File: config.mk
export PLATFORM = sky130hd
export DESIGN_NAME = sdram_arbiter
export DESIGN_NICKNAME = d
export VERILOG_FILES = /design/src/rtl/sdram_arb_pkg.sv /design/src/rtl/sdram_arbiter_rr_picker.sv /design/src/rtl/sdram_arbiter.sv
export SDC_FILE = /design/constraint.sdc
export NUM_CORES = 1
export LEC_CHECK = 0
export ABC_AREA = 1
export CORE_ASPECT_RATIO = 0.5
export CORE_UTILIZATION = 33
export CTS_CLUSTER_SIZE = 40
export DETAILED_ROUTE_END_ITERATION = 8
export PLACE_DENSITY = 0.78
export SYNTH_ARGS = -nofsm -noshare
export SYNTH_HDL_FRONTEND = slang
export SYNTH_SLANG_ARGS = --single-unit
File: constraint.sdc
create_clock -name clk -period 1.75 [get_ports clk]
set_clock_uncertainty 0.1 [all_clocks]
set_input_delay 0.35 -clock clk [delete_from_list [all_inputs] [get_ports clk]]
set_output_delay 0.35 -clock clk [all_outputs]
set_load 0.005 [all_outputs]
File: src/rtl/sdram_arb_pkg.sv
// sdram_arb_pkg: shared types and constants for the SDRAM port arbiter.
//   - default geometry (4 ports, 23-bit word address, 32-bit data)
//   - FSM state encodings (IDLE, REQ, WAIT) as fixed-width constants
//   - grant index / address / data typedefs for the default geometry
//   - idx_width(): grant index width for a given port count
package sdram_arb_pkg;

  localparam int unsigned DEF_N_PORTS    = 4;
  localparam int unsigned DEF_ADDR_WIDTH = 23;
  localparam int unsigned DEF_DATA_WIDTH = 32;

  typedef logic [1:0] state_t;
  localparam state_t ST_IDLE = 2'd0;
  localparam state_t ST_REQ  = 2'd1;
  localparam state_t ST_WAIT = 2'd2;

  typedef logic [$clog2(DEF_N_PORTS)-1:0] grant_t;
  typedef logic [DEF_ADDR_WIDTH-1:0]      addr_t;
  typedef logic [DEF_DATA_WIDTH-1:0]      data_t;

  function automatic int unsigned idx_width(input int unsigned n);
    return (n > 2) ? $clog2(n) : 1;
  endfunction

endpackage

File: src/rtl/sdram_arbiter_rr_picker.sv
// rr_picker: combinational round-robin priority encoder.
//   req   in  [N]   request vector
//   ptr   in  [IW]  first index to examine (wraps modulo N)
//   grant out [IW]  first requesting index at or after ptr
//   any   out 1     at least one request present
module rr_picker #(
  parameter int unsigned N  = 4,
  parameter int unsigned IW = 2
) (
  input  logic [N-1:0]  req,
  input  logic [IW-1:0] ptr,
  output logic [IW-1:0] grant,
  output logic          any
);

  always_comb begin
    grant = '0;
    any   = 1'b0;
    for (int unsigned i = 0; i < N; i++) begin
      int unsigned   j;
      logic [IW-1:0] jj;
      j = 32'(ptr) + i;
      if (j >= N) j = j - N;
      jj = IW'(j);
      if (!any && req[jj]) begin
        any   = 1'b1;
        grant = jj;
      end
    end
  end

endmodule

File: src/rtl/sdram_arbiter.sv
// sdram_arbiter: shares one SDRAM controller port between N_PORTS requesters
// (ROM download writer, CPU program ROM, tile ROM, sprite ROM fetchers).
// One transaction at a time: IDLE arbitrates and registers the winner's
// request, REQ holds it on the controller until sdram_ack, WAIT holds the
// single outstanding read until sdram_valid.
//   clk, reset           system clock, synchronous active-high reset
//   port_addr/data/we    per-port request fields, held stable with port_req
//   port_req             per-port request, held until port_ack
//   port_ack             1-cycle pulse to the granted port on sdram_ack
//   port_valid           1-cycle pulse to the granted port on read data
//   port_q               read data (sdram_q pass-through, shared)
//   sdram_addr/data/we   registered request towards the controller
//   sdram_req            held until sdram_ack
//   sdram_ack/valid/q    controller responses
// Optional feature: define SDRAM_ARB_DOWNLOAD_PRIO_EN to make port 0
// (ROM download) win every arbitration it takes part in; remaining ports
// round-robin among themselves. Undefined: pure round-robin over all ports.
module sdram_arbiter
  import sdram_arb_pkg::*;
#(
  parameter int unsigned N_PORTS    = DEF_N_PORTS,
  parameter int unsigned ADDR_WIDTH = DEF_ADDR_WIDTH,
  parameter int unsigned DATA_WIDTH = DEF_DATA_WIDTH
) (
  input  logic                                clk,
  input  logic                                reset,
  input  logic [N_PORTS-1:0][ADDR_WIDTH-1:0]  port_addr,
  input  logic [N_PORTS-1:0][DATA_WIDTH-1:0]  port_data,
  input  logic [N_PORTS-1:0]                  port_we,
  input  logic [N_PORTS-1:0]                  port_req,
  output logic [N_PORTS-1:0]                  port_ack,
  output logic [N_PORTS-1:0]                  port_valid,
  output logic [DATA_WIDTH-1:0]               port_q,
  output logic [ADDR_WIDTH-1:0]               sdram_addr,
  output logic [DATA_WIDTH-1:0]               sdram_data,
  output logic                                sdram_we,
  output logic                                sdram_req,
  input  logic                                sdram_ack,
  input  logic                                sdram_valid,
  input  logic [DATA_WIDTH-1:0]               sdram_q
);

  localparam int unsigned IW = idx_width(N_PORTS);

  state_t              state;
  logic [IW-1:0]       grant;
  logic [IW-1:0]       ptr;
  logic [IW-1:0]       pick;
  logic                pick_any;
  logic [N_PORTS-1:0]  pick_req;
  logic [N_PORTS-1:0]  grant_onehot;

`ifdef SDRAM_ARB_DOWNLOAD_PRIO_EN
  logic [IW-1:0] rr_grant;
  logic          rr_any;

  // Port 0 is taken out of the rotation and overrides its result.
  assign pick_req = {port_req[N_PORTS-1:1], 1'b0};

  rr_picker #(
    .N  (N_PORTS),
    .IW (IW)
  ) u_picker (
    .req   (pick_req),
    .ptr   (ptr),
    .grant (rr_grant),
    .any   (rr_any)
  );

  assign pick     = port_req[0] ? '0 : rr_grant;
  assign pick_any = port_req[0] | rr_any;
`else
  assign pick_req = port_req;

  rr_picker #(
    .N  (N_PORTS),
    .IW (IW)
  ) u_picker (
    .req   (pick_req),
    .ptr   (ptr),
    .grant (pick),
    .any   (pick_any)
  );
`endif

  always_comb begin
    grant_onehot        = '0;
    grant_onehot[grant] = 1'b1;
  end

  // Responses are steered combinationally from the grant register so the
  // owning port sees ack/valid in the same cycle as the controller.
  assign port_ack   = (state == ST_REQ  && sdram_ack)   ? grant_onehot : '0;
  assign port_valid = (state == ST_WAIT && sdram_valid) ? grant_onehot : '0;
  assign port_q     = sdram_q;

  always_ff @(posedge clk) begin
    if (reset) begin
      state      <= ST_IDLE;
      grant      <= '0;
      ptr        <= '0;
      sdram_req  <= 1'b0;
      sdram_we   <= 1'b0;
      sdram_addr <= '0;
      sdram_data <= '0;
    end else begin
      case (state)
        ST_IDLE: begin
          if (pick_any) begin
            grant      <= pick;
            sdram_addr <= port_addr[pick];
            sdram_data <= port_data[pick];
            sdram_we   <= port_we[pick];
            sdram_req  <= 1'b1;
            state      <= ST_REQ;
          end
        end
        ST_REQ: begin
          if (sdram_ack) begin
            sdram_req <= 1'b0;
            // ptr holds the first index searched next time: last grant + 1.
            ptr       <= (grant == IW'(N_PORTS - 1)) ? '0 : grant + 1'b1;
            state     <= sdram_we ? ST_IDLE : ST_WAIT;
          end
        end
        ST_WAIT: begin
          if (sdram_valid) state <= ST_IDLE;
        end
        default: state <= ST_IDLE;
      endcase
    end
  end

endmodule

## Word level (Yosys, flattened, before mapping)

Cells that the tools add are included.
Widths: inputs -> output; s select.

| cells by class | value |
|---|---|
| add/sub/neg operators | 8 |
| $lt $le $gt $ge | 11 |
| eq/ne operators | 6 |
| mux-type cells | 39 |
| reductions and logical operators | 15 |

Operators with widths:

| operator | number |
|---|---|
| $bmux 32 s2 | 1 |
| $bmux 23 s2 | 1 |
| $mux 32 | 1 |
| $mux 2 | 13 |
| $mux 23 | 1 |
| $lt 2x3->1 const B | 6 |
| $mux 1 | 12 |
| $bmux 1 s2 | 5 |
| $ge 3x3->1 const B | 3 |
| $mux 4 | 2 |
| $sub 2x1->2 const B | 4 |
| $add 2x2->3 const B | 2 |
| $logic_and 1x1->1 | 6 |
| $ne 2x2->1 const B | 3 |
| $pmux 2 s3 | 1 |
| $reduce_and 3->1 | 2 |
| $eq 2x2->1 const B | 2 |
| $reduce_and 2->1 | 2 |
| $add 2x1->3 const B | 1 |
| $ge 2x3->1 const B | 1 |
| $logic_not 1->1 | 3 |
| $add 2x1->2 const B | 1 |
| $demux 1 s2 | 1 |
| $eq 2x1->1 const B | 1 |
| 4 further kinds | 4 |

| storage, ports and cells | value |
|---|---|
| register bits | 63 |
| input bits | 264 |
| output and inout bits | 97 |
| logic and storage cells | 86 |

## Depth between registers and ports, before layout

| depth | value |
|---|---|
| depth in word-level cells | 16 |
| depth in mapped cells | 17 |
| mapped depth without buffers | 15 |

## By module

Synthesis repeated with hierarchy kept, for this count alone.

| unflattened totals | value |
|---|---|
| cell total of the unflattened synthesis | 1103 |
| area, all modules | 6069.6 um2 |

By module, submodules not included:

| module | instances | cells an instance | area an instance (um2) | sequential area each (um2) |
|---|---|---|---|---|
| sdram_arbiter | 1 | 1044 | 5750.5 | 1261.2 |
| rr_picker | 1 | 59 | 319.1 | 0.0 |

## Worst setup path after synthesis

No wires, ideal clock.

| timing path | value |
|---|---|
| kind | reg2reg |
| from | register ptr[0] |
| to | register sdram_data[20] |
| library setup time | 109 ps |
| arrival time | 1666 ps |
| data required time | 1541 ps |
| setup slack | -125 ps |
| cell stages (with the launch flop) | 16 |
| buffers on the path | 3 |
| clock period less this slack | 1875 ps |
| cells stage by stage | dfxtp_1 -> buf_6 -> inv_4 -> nand2_1 -> nand3_1 -> nand2_2 -> nor3_2 -> nand2_1 -> nand2_4 -> buf_6 -> inv_6 -> buf_6 -> nand3_1 -> nand3_1 -> nand2_1 -> inv_1 |

| on the way | value |
|---|---|
| word-level cells in the longest chain between the ends | 16 |
| elaborated cells between the ends (all ways) | 40 |
| those cells by class | add/sub (7); order compare (4); mux (22); reduce/logical (7) |

Ends and longest elaborated chain:

| what | line | RTL |
|---|---|---|
| start, declared | sdram_arbiter.sv:47 | `logic [IW-1:0] ptr;` |
| start signal, assigned | sdram_arbiter.sv:122 | `ptr <= (grant == IW'(N_PORTS - 1)) ? '0 : grant + 1'b1;` |
| parallel branches: the longest is 16 deep, another holds $add 2x1->3 | n/a |  |
| end signal, assigned | sdram_arbiter.sv:112 | `sdram_data <= port_data[pick];` |
| end, declared | sdram_arbiter.sv:35 | `output logic [DATA_WIDTH-1:0] sdram_data,` |

Several ways; the timed one is not identified. The select of a mux whose other input is x is not followed.
A chain may end at the register's enable or synchronous reset.

## Final worst setup path

| timing path | value |
|---|---|
| from | register ptr[0] |
| to | register sdram_data[31] |

The elaborated chain is that of the path after synthesis.

==> metrics.md <==
| Metric | Value |
|---|---|
| Kind of start point of the critical path | register |
| Worst slack at placement | -0.7545 ns |
| Total of flip-flops plus latches after synthesis | 63 |
| Violations in the final reports | setup timing |
| Count of unique library cells instantiated by Yosys | 29 |
| Clock transition at the registers of the reported paths | about 0.06 ns |
| Post-DR wirelength/cell | 15.91 um |
| Slew at the pin closest to its max-slew limit | ~0.54 ns |
| Critical setup path kind | register to register |
| Number of iterations in the first detailed-routing pass | 5 |
| Vertical die dimension | 92.49 um |
| Total half-perimeter wirelength after legalization and detailed placement | roughly 15000 um |
| Die area | 16920 um^2 |
| Setup violators final | 61 |
| Number of vias after detailed routing | 7391 |
| Footprint of the multi-input gates | about 3500 um^2 |
| Most frequent cells after synthesis | sky130_fd_sc_hd__nand2_1 (252), sky130_fd_sc_hd__inv_1 (167), sky130_fd_sc_hd__nor2_1 (148) |
| CTS tree | yes |
| Worst path required time | 1.88 ns |
| PnR Total Power | roughly 14 mW |
| Max-slew headroom | 0.6413 |
| Wirelength, routed | roughly 24000 um |
| Clock Sinks | 63 |
| Worst endpoint data arrival time | 2.25 ns |
| Number of antenna violations at the first check in global routing | 1 |
| # nets final | 1535 |
| Initial core utilization | 0.3443 |
| Fin util | 0.6478 |
| Final hold vios | 0 |
| Slew Viols, Final | 0 |
| Cell Count, Final, Fillers Out | 1494 |
| Class of the tightest hold or removal check | register to register |
| PortBufs | just under 300 |
| Standard-cell rows | 32 |
| Count of flip-flops with a built-in enable after synthesis | 0 |
| RR Startpoint | ptr[0]$_SDFFE_PP0P_ |
| Maximum operating frequency | 0.4730 GHz |
| Flop-to-flop setup slack | -0.36 ns |
| Sequential fraction of the synthesis area | 0.2334 |
| Maximum number of pins on one net before global-route repair | 30 |
| Maximum fanout along the worst path | 8 |
| Number of cells produced by synthesis | 972 |
| Setup repair after global routing missed its margin | true |
| Status | finished, violations left |
| First-pass GRT wire length | 34380 um |
| Crit Reg-Reg Endpoint | sdram_data[31]$_SDFFE_PP0P_ |
| Number of violations of the max-capacitance limit | 0 |
| Worst IR Drop VDD | 0.0009315 V |
| Number of cells on the worst reg-to-reg path | 15 |
| Final critical delay including setup and external delays | 2.114 ns |
| Critical path capture point type | register |
| Detail-routed via count per cell | 4.947 |
| Maximum level of the CTS H-tree | 3 |
| Cell chain of the critical path | buf_6 -> nand2_2 -> nand2_4 -> nand2_2 -> nand2_4 -> nor2_4 -> nand3_4 -> nand3_4 -> buf_12 -> buf_16 -> nand2_1 -> nand3_1 -> nand3_1 -> nand2_1 -> inv_1 |
| Insertion delay to the later sink of the worst-skew pair | 0.33 ns |
| Yosys synthesis warning count | 0 |
| Area of the core region | 15700 um^2 |
| Static power due to leakage | about 5 nW |
| GRT Util Overall | 0.2576 |
| Top cell type's share of synthesized area | 0.2334 |
| Share of cells above drive strength 1 | 0.2162 |
| Worst Slack Setup Final | -0.3639 ns |
| FFs w/ async S/R, synth | 0 |
| Sequential cell area in the final layout | 1281 um^2 |
| Area growth from synthesis to final layout | 88.15% |
| Critical path launch point | ptr[0]$_SDFFE_PP0P_ |
| Post-synthesis instance area | 5404 um^2 |
| Final critical-path share of the clock period | 1.208 |
| Buffer type at the clock tree root | sky130_fd_sc_hd__clkbuf_16 |
| Leading register cell type out of synthesis | sky130_fd_sc_hd__dfxtp_1 |
| Clock buffer count from CTS | 9 |
| Number of DRC markers in iteration 0 | 432 |
| Largest incremental delay on the critical path | 0.38 ns |
| Number of top-level design ports | 361 |
| Number of global-route vias before repair | 6785 |
| GP Congestion | 0.8988 |
| DP Cell Count | 1429 |
| Cell with the largest stage delay on the worst path | sky130_fd_sc_hd__dfxtp_4 |
| Drc violations | 0 |
| Cell Pwr Density | 1416 nW/um^2 |
| Post-Syn Nets | 1240 |
| Largest cells by area after synthesis | sky130_fd_sc_hd__dfxtp_1 (23%), sky130_fd_sc_hd__nand2_1 (18%), sky130_fd_sc_hd__inv_1 (12%) |
| Most used standard cell by instance count after synthesis | sky130_fd_sc_hd__nand2_1 |
| Remaining global-route overflow | 0 |
| Synthesized area per cell | 5.560 um^2 |
| Synth area leader | sky130_fd_sc_hd__dfxtp_1 |
| Number of hold buffers added after CTS | 0 |
| Die Span X | between 150 and 200 um |
| Capturing instance or port of the critical path | sdram_data[31]$_SDFFE_PP0P_ |
| Fillers | 1319 |
| Number of nets with antenna violations after detailed routing | 0 |
| Clock tree buffer depth | 2 |
==> per-layer routing <==
metal,global-route usage,wire [um],up-vias
li1,-,-,3562
met1,0.3087,9495,3385
met5,0,0,-
met3,0.05702,1525,89
met4,0.1049,1052,0
met2,0.4477,11690,355
==> sequential cells by signal, summed over array words and instances, names as in the netlist <==
register and count:
grant 2, ptr 2, sdram_addr 23, sdram_data 32
sdram_req 1, sdram_we 1, state 2
==> power breakdown <==
| part | internal (mW) | switching [mW] | total (mW) |
|---|---|---|---|
| Sequential | 2.06 | 0.364 | 2.43 |
| Combinational | 4.78 | 5.07 | 9.86 |
| Clock | 1.40 | 0.716 | 2.11 |
| Total | 8.24 | 6.15 | 14.4 |
==> layout make-up <==
class | instances | share of cell area
timing repair buffer | 378 | 0.3950
multi-input combinational | 640 | 0.3486
antenna | 1 | 0.0002461
sequential | 63 | 0.1260
clock buffer | 9 | 0.02215
tap | 221 | 0.02720
inverter | 175 | 0.06891
clock inverter | 7 | 0.01181
==> layout by cell type (no fill, tap or decap), types with 21 or more instances in the layout <==
cell type / netlist / final
sky130_fd_sc_hd__nand3_2: 2 / 45
sky130_fd_sc_hd__nand3_1: 76 / 29
sky130_fd_sc_hd__clkdlybuf4s50_1: 0 / 282
sky130_fd_sc_hd__o21ai_1: 52 / 47
sky130_fd_sc_hd__nand2_2: 4 / 35
sky130_fd_sc_hd__nor2_1: 148 / 135
sky130_fd_sc_hd__nand2_4: 2 / 21
sky130_fd_sc_hd__buf_4: 44 / 41
sky130_fd_sc_hd__nand2_1: 252 / 200
sky130_fd_sc_hd__inv_1: 167 / 159
sky130_fd_sc_hd__dfxtp_1: 63 / 57
sky130_fd_sc_hd__nand4_1: 64 / 64
==> critical path: cells and delay by family, from the launching register on <==
family	cells	cell delay, ns
buffers and inverters	4	0.53
and+or+nand+nor	11	1.00
DFF	1	0.38
==> repair_timing <==
action,in CTS,in global routing
resized for setup,148,116
setup buffers,31,12
gates cloned,8,4
setup endpoints to repair,68,67
pin swaps,33,24
==> worst min-delay path by stage <==
stage                     cells after the start                   start                     endpoint
after floorplan                               2  sdram_req$_SDFFE_PP0P_       sdram_req$_SDFFE_PP0P_
after global placement                        2  sdram_req$_SDFFE_PP0P_       sdram_req$_SDFFE_PP0P_
after detailed placement                      2  sdram_req$_SDFFE_PP0P_       sdram_req$_SDFFE_PP0P_
after CTS                                     5                   reset  sdram_addr[15]$_SDFFE_PP0P_
after global routing                          2  sdram_req$_SDFFE_PP0P_       sdram_req$_SDFFE_PP0P_
final                                         2  sdram_req$_SDFFE_PP0P_       sdram_req$_SDFFE_PP0P_
==> per-stage QoR <==
step | TNS [ns] | hold slack, ns | cell area (um^2)
after floorplan | -4.089 | 0.3618 | 5510
after global placement | -37.05 | 0.3534 | 8471
after detailed placement | -41.44 | 0.3596 | 8471
after CTS | -14.63 | 0.3661 | 9647
after global routing | -24.92 | 0.3915 | 10170
final | -17.84 | 0.3686 | 10170
==> kinds of logic after synthesis <==
kind of cell,share of synthesized area
AND/OR/NAND/NOR,0.4464
buffers and inverters,0.2327
AO/OA/AOI/OAI,0.07826
flip-flops,0.2334
adder cells (fa/ha/maj),0.009262
Note: power is estimated with default switching activity, not from simulation.
